**config.mk**
```make
export PLATFORM = sky130hd
export DESIGN_NAME = ddr_stream_feeder_flat
export DESIGN_NICKNAME = d
export VERILOG_FILES = /design/src/rtl/ddr_stream_feeder_pkg.sv /design/src/rtl/ddr_stream_feeder_if.sv /design/src/rtl/ddr_stream_feeder_lfsr_core.sv /design/src/rtl/ddr_stream_feeder.sv /design/src/flat_wrapper.sv
export SDC_FILE = /design/constraint.sdc
export NUM_CORES = 1
export LEC_CHECK = 0
export CAP_MARGIN = 20
export CORE_MARGIN = 4
export CORE_UTILIZATION = 30
export DETAILED_ROUTE_END_ITERATION = 7
export PLACE_DENSITY_LB_ADDON = 0.08
export RECOVER_POWER = 50
export SLEW_MARGIN = 15
export SYNTH_ARGS = -nofsm -noshare
export SYNTH_HDL_FRONTEND = slang
export SYNTH_SLANG_ARGS = --single-unit
```
**constraint.sdc**
```tcl
create_clock -name clk -period 3.52 [get_ports clk]
set_clock_uncertainty 0.05 [all_clocks]
set_input_delay 1.056 -clock clk [delete_from_list [all_inputs] [get_ports clk]]
set_output_delay 1.056 -clock clk [all_outputs]
set_load 0.02 [all_outputs]
```
**src/rtl/ddr_stream_feeder_pkg.sv**
```systemverilog
// ddr_feed_pkg: FSM state type, counter width and LFSR tap table shared by the DDR lane sources.
package ddr_feed_pkg;

    localparam int CNT_W = 32;

    typedef enum logic [1:0] {IDLE, BURST, GAP, DONE} feed_state_t;

    // Fibonacci tap masks: 8 -> 7,5,4,3; 16 -> 15,13,12,10; 32 -> 31,21,1,0
    function automatic logic [31:0] lfsr_taps(int w);
        return w == 8 ? 32'h0000_00B8 : w == 32 ? 32'h8020_0003 : 32'h0000_B400;
    endfunction

endpackage

```
**src/rtl/ddr_stream_feeder_if.sv**
```systemverilog
// ddr_stream_feeder_if: run control inputs plus DDR word and status outputs of one lane feeder.
// master is the feeder side, slave is the consumer/controller side.
interface ddr_stream_feeder_if import ddr_feed_pkg::*; #(parameter int DATA_W = 16);

    logic              i_start;
    logic              i_pause;
    logic              o_ddr_wen;
    logic [DATA_W-1:0] o_ddr_data;
    logic              o_busy;
    logic              o_burst_done;
    logic [CNT_W-1:0]  o_word_cnt;
    logic [DATA_W-1:0] o_checksum;

    modport master (
        input  i_start, i_pause,
        output o_ddr_wen, o_ddr_data, o_busy, o_burst_done, o_word_cnt, o_checksum
    );

    modport slave (
        output i_start, i_pause,
        input  o_ddr_wen, o_ddr_data, o_busy, o_burst_done, o_word_cnt, o_checksum
    );

endinterface

```
**src/rtl/ddr_stream_feeder_lfsr_core.sv**
```systemverilog
// lfsr_core: shift-left Fibonacci LFSR with synchronous load; a zero SEED is replaced by 1.
module lfsr_core import ddr_feed_pkg::*; #(
    parameter int DATA_W = 16,
    parameter int SEED   = 1
) (
    input  logic              clk,
    input  logic              rst,
    input  logic              load,
    input  logic              advance,
    output logic [DATA_W-1:0] state
);

    localparam logic [DATA_W-1:0] TAPS = DATA_W'(lfsr_taps(DATA_W));
    localparam logic [DATA_W-1:0] INIT = SEED == 0 ? DATA_W'(1) : DATA_W'(SEED);

    always_ff @(posedge clk)
        if (rst || load) state <= INIT;
        else if (advance) state <= {state[DATA_W-2:0], ^(state & TAPS)};

endmodule

```
**src/rtl/ddr_stream_feeder.sv**
```systemverilog
// ddr_stream_feeder: per-lane burst/gap source of LFSR words for one DLA DDR input port.
// Define DDR_FEED_CHECKSUM_EN to build the running checksum; otherwise o_checksum is tied to 0.
module ddr_stream_feeder import ddr_feed_pkg::*; #(
    parameter int DATA_W     = 16,
    parameter int SEED       = 1,
    parameter int BURST_LEN  = 64,
    parameter int GAP_LEN    = 4,
    parameter int NUM_BURSTS = 0
) (
    input logic clk,
    input logic rst,
    ddr_stream_feeder_if.master bus
);

    feed_state_t st, ns;
    logic [CNT_W-1:0] beat, gap, bursts;
    logic [DATA_W-1:0] word;
    logic first, fin, done_n, gap_end, restart, emit, lfsr_load;

    // st is the state of the cycle whose registered outputs are currently visible
    assign first     = st == IDLE && bus.i_start;
    assign fin       = st == BURST && beat == CNT_W'(BURST_LEN);
    assign done_n    = fin && NUM_BURSTS != 0 && bursts + 32'd1 == CNT_W'(NUM_BURSTS);
    assign gap_end   = st == GAP && gap == CNT_W'(GAP_LEN);
    assign restart   = first || fin || gap_end;
    assign emit      = first || (!bus.i_pause && ((st == BURST && !(fin && ns != BURST)) || gap_end));
    assign lfsr_load = st == DONE || (st == IDLE && !bus.i_start);

    always_comb
        ns = st == IDLE  ? (bus.i_start ? BURST : IDLE)
           : st == BURST ? (fin ? (done_n ? DONE : GAP_LEN != 0 ? GAP : BURST) : BURST)
           : st == GAP   ? (gap_end ? BURST : GAP)
           : IDLE;

    lfsr_core #(.DATA_W(DATA_W), .SEED(SEED)) u_lfsr (
        .clk    (clk),
        .rst    (rst),
        .load   (lfsr_load),
        .advance(emit),
        .state  (word)
    );

    always_ff @(posedge clk) begin
        if (rst) begin
            st               <= IDLE;
            beat             <= '0;
            gap              <= '0;
            bursts           <= '0;
            bus.o_ddr_wen    <= 1'b0;
            bus.o_ddr_data   <= '0;
            bus.o_busy       <= 1'b0;
            bus.o_burst_done <= 1'b0;
            bus.o_word_cnt   <= '0;
        end else begin
            st               <= ns;
            beat             <= emit ? (restart ? 32'd1 : beat + 32'd1) : (restart ? '0 : beat);
            gap              <= st == GAP ? gap + 32'd1 : 32'd1;
            bursts           <= first ? '0 : fin ? bursts + 32'd1 : bursts;
            bus.o_ddr_wen    <= emit;
            bus.o_ddr_data   <= emit ? word : bus.o_ddr_data;
            bus.o_busy       <= ns != IDLE;
            bus.o_burst_done <= ns == DONE;
            bus.o_word_cnt   <= emit ? (first ? '0 : bus.o_word_cnt) + 32'd1 : bus.o_word_cnt;
        end
    end

`ifdef DDR_FEED_CHECKSUM_EN
    always_ff @(posedge clk)
        if (rst) bus.o_checksum <= '0;
        else if (emit) bus.o_checksum <= (first ? '0 : bus.o_checksum) + word;
`else
    assign bus.o_checksum = '0;
`endif

endmodule

```
**src/flat_wrapper.sv**
```systemverilog
// flat-port wrapper written by rule: the top's interface ports become plain ports
module ddr_stream_feeder_flat import ddr_feed_pkg::*;
#(
    parameter int DATA_W     = 16,
    parameter int SEED       = 1,
    parameter int BURST_LEN  = 64,
    parameter int GAP_LEN    = 4,
    parameter int NUM_BURSTS = 0
)
  (clk, rst, bus_i_start, bus_i_pause, bus_o_ddr_wen, bus_o_ddr_data, bus_o_busy, bus_o_burst_done, bus_o_word_cnt, bus_o_checksum);
  ddr_stream_feeder_if #(.DATA_W(DATA_W)) bus_i ();
  input logic clk;
  input logic rst;
  input wire logic [$bits(bus_i.i_start)-1:0] bus_i_start;
  input wire logic [$bits(bus_i.i_pause)-1:0] bus_i_pause;
  output wire logic [$bits(bus_i.o_ddr_wen)-1:0] bus_o_ddr_wen;
  output wire logic [$bits(bus_i.o_ddr_data)-1:0] bus_o_ddr_data;
  output wire logic [$bits(bus_i.o_busy)-1:0] bus_o_busy;
  output wire logic [$bits(bus_i.o_burst_done)-1:0] bus_o_burst_done;
  output wire logic [$bits(bus_i.o_word_cnt)-1:0] bus_o_word_cnt;
  output wire logic [$bits(bus_i.o_checksum)-1:0] bus_o_checksum;
  assign bus_i.i_start = bus_i_start;
  assign bus_i.i_pause = bus_i_pause;
  assign bus_o_ddr_wen = bus_i.o_ddr_wen;
  assign bus_o_ddr_data = bus_i.o_ddr_data;
  assign bus_o_busy = bus_i.o_busy;
  assign bus_o_burst_done = bus_i.o_burst_done;
  assign bus_o_word_cnt = bus_i.o_word_cnt;
  assign bus_o_checksum = bus_i.o_checksum;
  ddr_stream_feeder #(.DATA_W(DATA_W), .SEED(SEED), .BURST_LEN(BURST_LEN), .GAP_LEN(GAP_LEN), .NUM_BURSTS(NUM_BURSTS)) u_core (.clk(clk), .rst(rst), .bus(bus_i));
endmodule
```
-- After elaboration in Yosys (flattened, before gate mapping)
Index checks and enable logic that the tools add are counted.
- flip-flop bits (word level): 133
- bits in latches: 0
- RAM bits: 0
- memory bits (read-only): 0
- input bits: 4
- output and inout port bits: 67
- logic and storage cells: 53
- memories kept: 0
- $add $sub $neg: 3
- multiply operators: 0
- divide/modulo/power cells: 0
- magnitude comparators: 0
- eq/ne operators: 7
- shift-type cells: 0
- multiplexer cells: 11
- bitwise gates (word level): 1
- reduce and logical (&&, ||, !) cells: 21
- operators by type and width (operator ; number):
    two-way mux 32 bit ; 4
    adder 32 x 1 -> 32 bit, second input constant ; 3
    equality test 32 x 3 -> 1 bit, second input constant ; 1
    equality test 32 x 7 -> 1 bit, second input constant ; 1
    parity 16 bit ; 1
    two-way mux 2 bit ; 5
    logical AND 1 bit ; 7
    equality test 2 bit, second input constant ; 3
    logical OR 1 bit ; 6
    nonzero test 2 bit ; 2
    zero test 1 bit ; 3
    equality test 2 x 1 -> 1 bit, second input constant ; 1
    zero test 2 bit ; 1
    two-way mux 1 bit ; 2
    inequality test 2 x 1 -> 1 bit, second input constant ; 1
    OR reduction 2 bit ; 1
    NOT 1 bit ; 1

-- Longest topological paths before layout
- word-level depth: 14
- gate-level depth with buffers: 11
- depth with buffers taken out: 9

-- Modules after synthesis
From an unflattened synthesis, not the netlist that was laid out.
- cells, all modules: 768
- area, all modules: 6465.0 µm²
- modules (own cells, without submodules) (module ; instances ; cells each ; area an instance (µm²) ; seq. area each (µm²)):
    ddr_stream_feeder ; 1 ; 711 ; 5840.6 ; 2342.2
    lfsr_core ; 1 ; 57 ; 624.3 ; 320.3

-- Worst setup path after synthesis
Ideal clock, no wire load.
- path kind: input port to flip-flop
- start point: in bus_i_start
- end point: reg u_core.bus.o_word_cnt[24]
- setup time: 70 ps
- data arrival time: 3343 ps
- data required time: 3400 ps
- path slack: 57 ps
- stages: 11
- buffers on the path: 3
- path through: or3b_2 -> clkbuf_1 -> clkbuf_1 -> and2_1 -> ha_1 -> and3_1 -> nand4_1 -> or2_2 -> clkbuf_1 -> or4_1 -> a21oi_1
- cells in the longest elaborated chain, start to end: 9
- elaborated cells on any way between the ends: 12
- classes of those cells: 1 x add/sub; 1 x eq/ne; 3 x mux; 7 x reduce/logical
- RTL lines (what ; line ; text):
    from (decl) ; flat_wrapper.sv:14 ; input wire logic [$bits(bus_i.i_start)-1:0] bus_i_start;
    branches (longest 9 deep; another with adder 32 x 1 -> 32 bit) ; -- ;
    to (signal assigned) ; ddr_stream_feeder.sv:63 ; bus.o_word_cnt <= emit ? (first ? '0 : bus.o_word_cnt) + 32'd1 : bus.o_word_cnt;
    to (decl) ; ddr_stream_feeder_if.sv:16 ; output o_ddr_wen, o_ddr_data, o_busy, o_burst_done, o_word_cnt, o_checksum
Several ways; the timed one is not identified.
A chain may end at the register's enable or synchronous reset.

-- Worst setup path after layout
- start point: in bus_i_start
- end point: reg u_core.bus.o_word_cnt[16]
Same word-level chain as after synthesis.

==> results.yml <==
run_status:
  status: "finished clean"
pwr:
  leakagePower_nw: 2.561
  ir_drop_mv: 0.3127
  powerDensity_mw_per_mm2: 460.0
  power_mw: 3.468
cts:
  cts_hold_buf: 0
  ctsRootBufferMaster: "clkbuf_16"
  clk_pin_slew_ns: 0.07
  numCtsBuffers: 17
  postCtsSetupBuffers: 0
  cts_resized: 0
  clock_latency_ns: 0.42
  cts.sinks: 133
  cts_tree: "done"
  htree_num_levels: 4
  cts_buffer_depth: 2
floorplan:
  io_pins: 71
  die-area_sq_mm: 0.02245
  core_sq_mm: 0.01965
  die_w_um: 149.8
  die_y_um: 149.8
  initial_core_util_pct: 30.70
  rows: 51
synthesis:
  yosys_warnings: 0
  ys_async_sr_fraction_pct: 0
  avgSynthCellArea_sq_um: 8.221
  synthesis.area_sq_mm: 0.006035
  syn_inst: 734
  synthFlopType: "dfxtp_1"
  synth_edf_count: 0
  ys_ff_latch: 133
  ys_seq_area_share_pct: 44.12
  ys_types: 45
routing:
  drc: 0
  drtIter0Drc: 219
  ant_nets: 0
  avgRoutedWirePerCell_um: 14.00
  dr.pass1.iters: 7
  vias: 5380
  routed_wl_mm: 15.12
  viasPerCell: 4.981
worst_setup_path:
  crit_path_end_kind: "flop"
  path_depth: 9
  r2r_setup_slack_ns: 0.69
  cp_cell_sequence: "dlygate4sd3_1 > or3b_2 > and2_1 > ha_1 > and3_1 > nand4_1 > or2_2 > or4_1 > a21oi_1"
  cp_slowest_cell: "dlygate4sd3_1"
  crit_family: "simple AND/OR/NAND/NOR gates"
  reg2regPathDepth: 10
  worst-setup-path-type: "in2reg"
  rr_startpoint: "u_core.gap[0]"
  r2r_end: "u_core.bus.o_word_cnt[21]"
  cp-start-kind: "primary input"
  cp_data_arrival_time_ns: 3.50
  critPathMaxStageDelay_ns: 0.60
  cp_max_fo: 8
  cp-endpoint: "u_core.bus.o_word_cnt[16]"
  critPathLaunch: "bus_i_start"
  worstPathRequired_ns: 3.81
  critPathBufInv: 1
layout:
  final_cell_mix: "133 x dfxtp_1, 94 x nand2_1, 82 x a21oi_1"
  antenna_cells: 0
  layout_commonest_cell: "dfxtp_1"
  final_core_util_pct: 38.36
  syn2layout_area_growth_pct: 24.92
  stdcell_count: 1080
  nNetsFinal: 811
  stdcell_area_sq_mm: 0.007538
  drive_gt1_share_pct: 7.607
placed_design:
  port_buffers: 54
  place_area_sq_mm: 0.006967
  dpl.cell_count: 1048
  dp.final_hpwl_mm: 10.63
  place_congestion: 0.7918
  place_ws_ns: -0.02745
global_route:
  grt_start_max_net_pins: 40
  gr-usage-all-layers_pct: 13.82
  grt_pass1_vias: 4899
  grt_overflow_total: 0
  grt_pass1_wl_mm: 25.05
  antenna_found_initial: 0
sta:
  fin_crit_sh_pct: 91.11
  rsz0062_at_grt: "no"
  setup_viol_count_final: 0
  period_minus_slack_ns: 3.207
  fin_tns_setup_ns: 0
  fmax_mhz: 311.8
  tightest_slew_ns: 1.478
  holdWs_ns: 0.4003
  final-hold-violation-count: 0
  setup_ws_ns: 0.3131
  slew_headroom_pct: 1.473
  slew_violations: 0
flow_run:
  maxCapViolCount: 0
hold_path:
  hp-class: "reg2reg"
==> sequential cells by signal, summed over array words and instances, names as in the netlist <==
| signal | count |
|---|---|
| u_core.bus.o_ddr_wen | 1 |
| u_core.bus.o_busy | 1 |
| u_core.bus.o_burst_done | 1 |
| u_core.st | 2 |
| u_core.beat | 32 |
| u_core.gap | 32 |
| u_core.bus.o_word_cnt | 32 |
| u_core.u_lfsr.state | 16 |
| u_core.bus.o_ddr_data | 16 |
==> cell type report <==
type	instances	area [sq um]
fill	2058	12120
multi-input combinational	551	3132
sequential	133	2663
timing repair buffer	79	755.7
clock buffer	17	425.4
tap	265	331.6
clock inverter	15	156.4
inverter	20	75.07
==> tightest hold or removal path: cells and delay by family (launching register included) <==
| kind | cells | cell delay [ns] |
|---|---|---|
| flops | 1 | 0.31 |
| simple gates | 1 | 0.05 |
| compound gates | 1 | 0.05 |
==> how the worst min path moves through the flow <==
stage | from | to | cells past startpoint | slack (ns)
global placement | u_core.u_lfsr.state[11] | u_core.u_lfsr.state[11] | 2 | 0.39
floorplan | u_core.u_lfsr.state[11] | u_core.u_lfsr.state[11] | 2 | 0.39
CTS | u_core.bus.o_ddr_data[11] | u_core.bus.o_ddr_data[11] | 2 | 0.41
detailed placement | u_core.bus.o_ddr_data[11] | u_core.bus.o_ddr_data[11] | 2 | 0.40
global route | u_core.bus.o_ddr_data[11] | u_core.bus.o_ddr_data[11] | 2 | 0.42
finish | u_core.bus.o_ddr_data[11] | u_core.bus.o_ddr_data[11] | 2 | 0.40
==> metal layers <==
metal / part of all wire (%) / vias to the layer above / global-route usage [%] / wire length [um]
met5: 0 / - / 0 / 0
met4: 0.89 / 0 / 3.614 / 134
met3: 3.7 / 10 / 3.937 / 564
met2: 47 / 79 / 22.32 / 7096
met1: 48 / 2552 / 18.18 / 7323
li1: - / 2739 / - / -
==> synthesized netlist by cell type (2+ instances only) <==
| cell type | instances | area, sq um |
|---|---|---|
| o2111ai_1 | 2 | 17.52 |
| xnor2_1 | 19 | 166.4 |
| xor2_1 | 23 | 201.4 |
| o31a_1 | 2 | 17.52 |
| nor2_1 | 61 | 229.0 |
| o21ai_0 | 26 | 130.1 |
| buf_4 | 16 | 120.1 |
| inv_1 | 20 | 75.07 |
| mux2i_1 | 2 | 20.02 |
| buf_2 | 4 | 20.02 |
| o31ai_1 | 17 | 127.6 |
| or4_1 | 22 | 165.2 |
| a21o_1 | 5 | 37.54 |
| nor4b_1 | 2 | 17.52 |
| nand2_1 | 94 | 352.8 |
| nor4_1 | 19 | 118.9 |
| o21a_1 | 4 | 30.03 |
| clkbuf_1 | 26 | 97.59 |
| and3_1 | 13 | 81.33 |
| and2_1 | 5 | 31.28 |
| dfxtp_1 | 133 | 2663 |
| ha_1 | 5 | 62.56 |
| nand4_1 | 18 | 112.6 |
| nand2b_1 | 6 | 37.54 |
| and4_1 | 9 | 78.83 |
| a21oi_1 | 82 | 410.4 |
| o211ai_1 | 8 | 60.06 |
| a211oi_1 | 2 | 15.01 |
| nand3_1 | 37 | 185.2 |
| or2_2 | 3 | 18.77 |
| nor3_1 | 12 | 60.06 |
| or3_1 | 24 | 150.1 |
==> report_power, final <==
group | switching, mW | internal (mW) | total, mW
Combinational | 0.127 | 0.0541 | 0.181
Clock | 0.756 | 1.00 | 1.76
Sequential | 0.0102 | 1.52 | 1.53
Total | 0.893 | 2.58 | 3.47
==> cell families after synthesis <==
logic type / after synthesis / share of synthesized area, %
simple gates: 329 / 27.70
compound gates: 156 / 15.47
flops: 133 / 44.12
buf+inv: 66 / 5.183
xor+xnor: 42 / 6.096
fa+ha+maj: 5 / 1.037
mux: 2 / 0.3318
other cells: 1 / 0.06214
(Power assumes the default switching activity.)
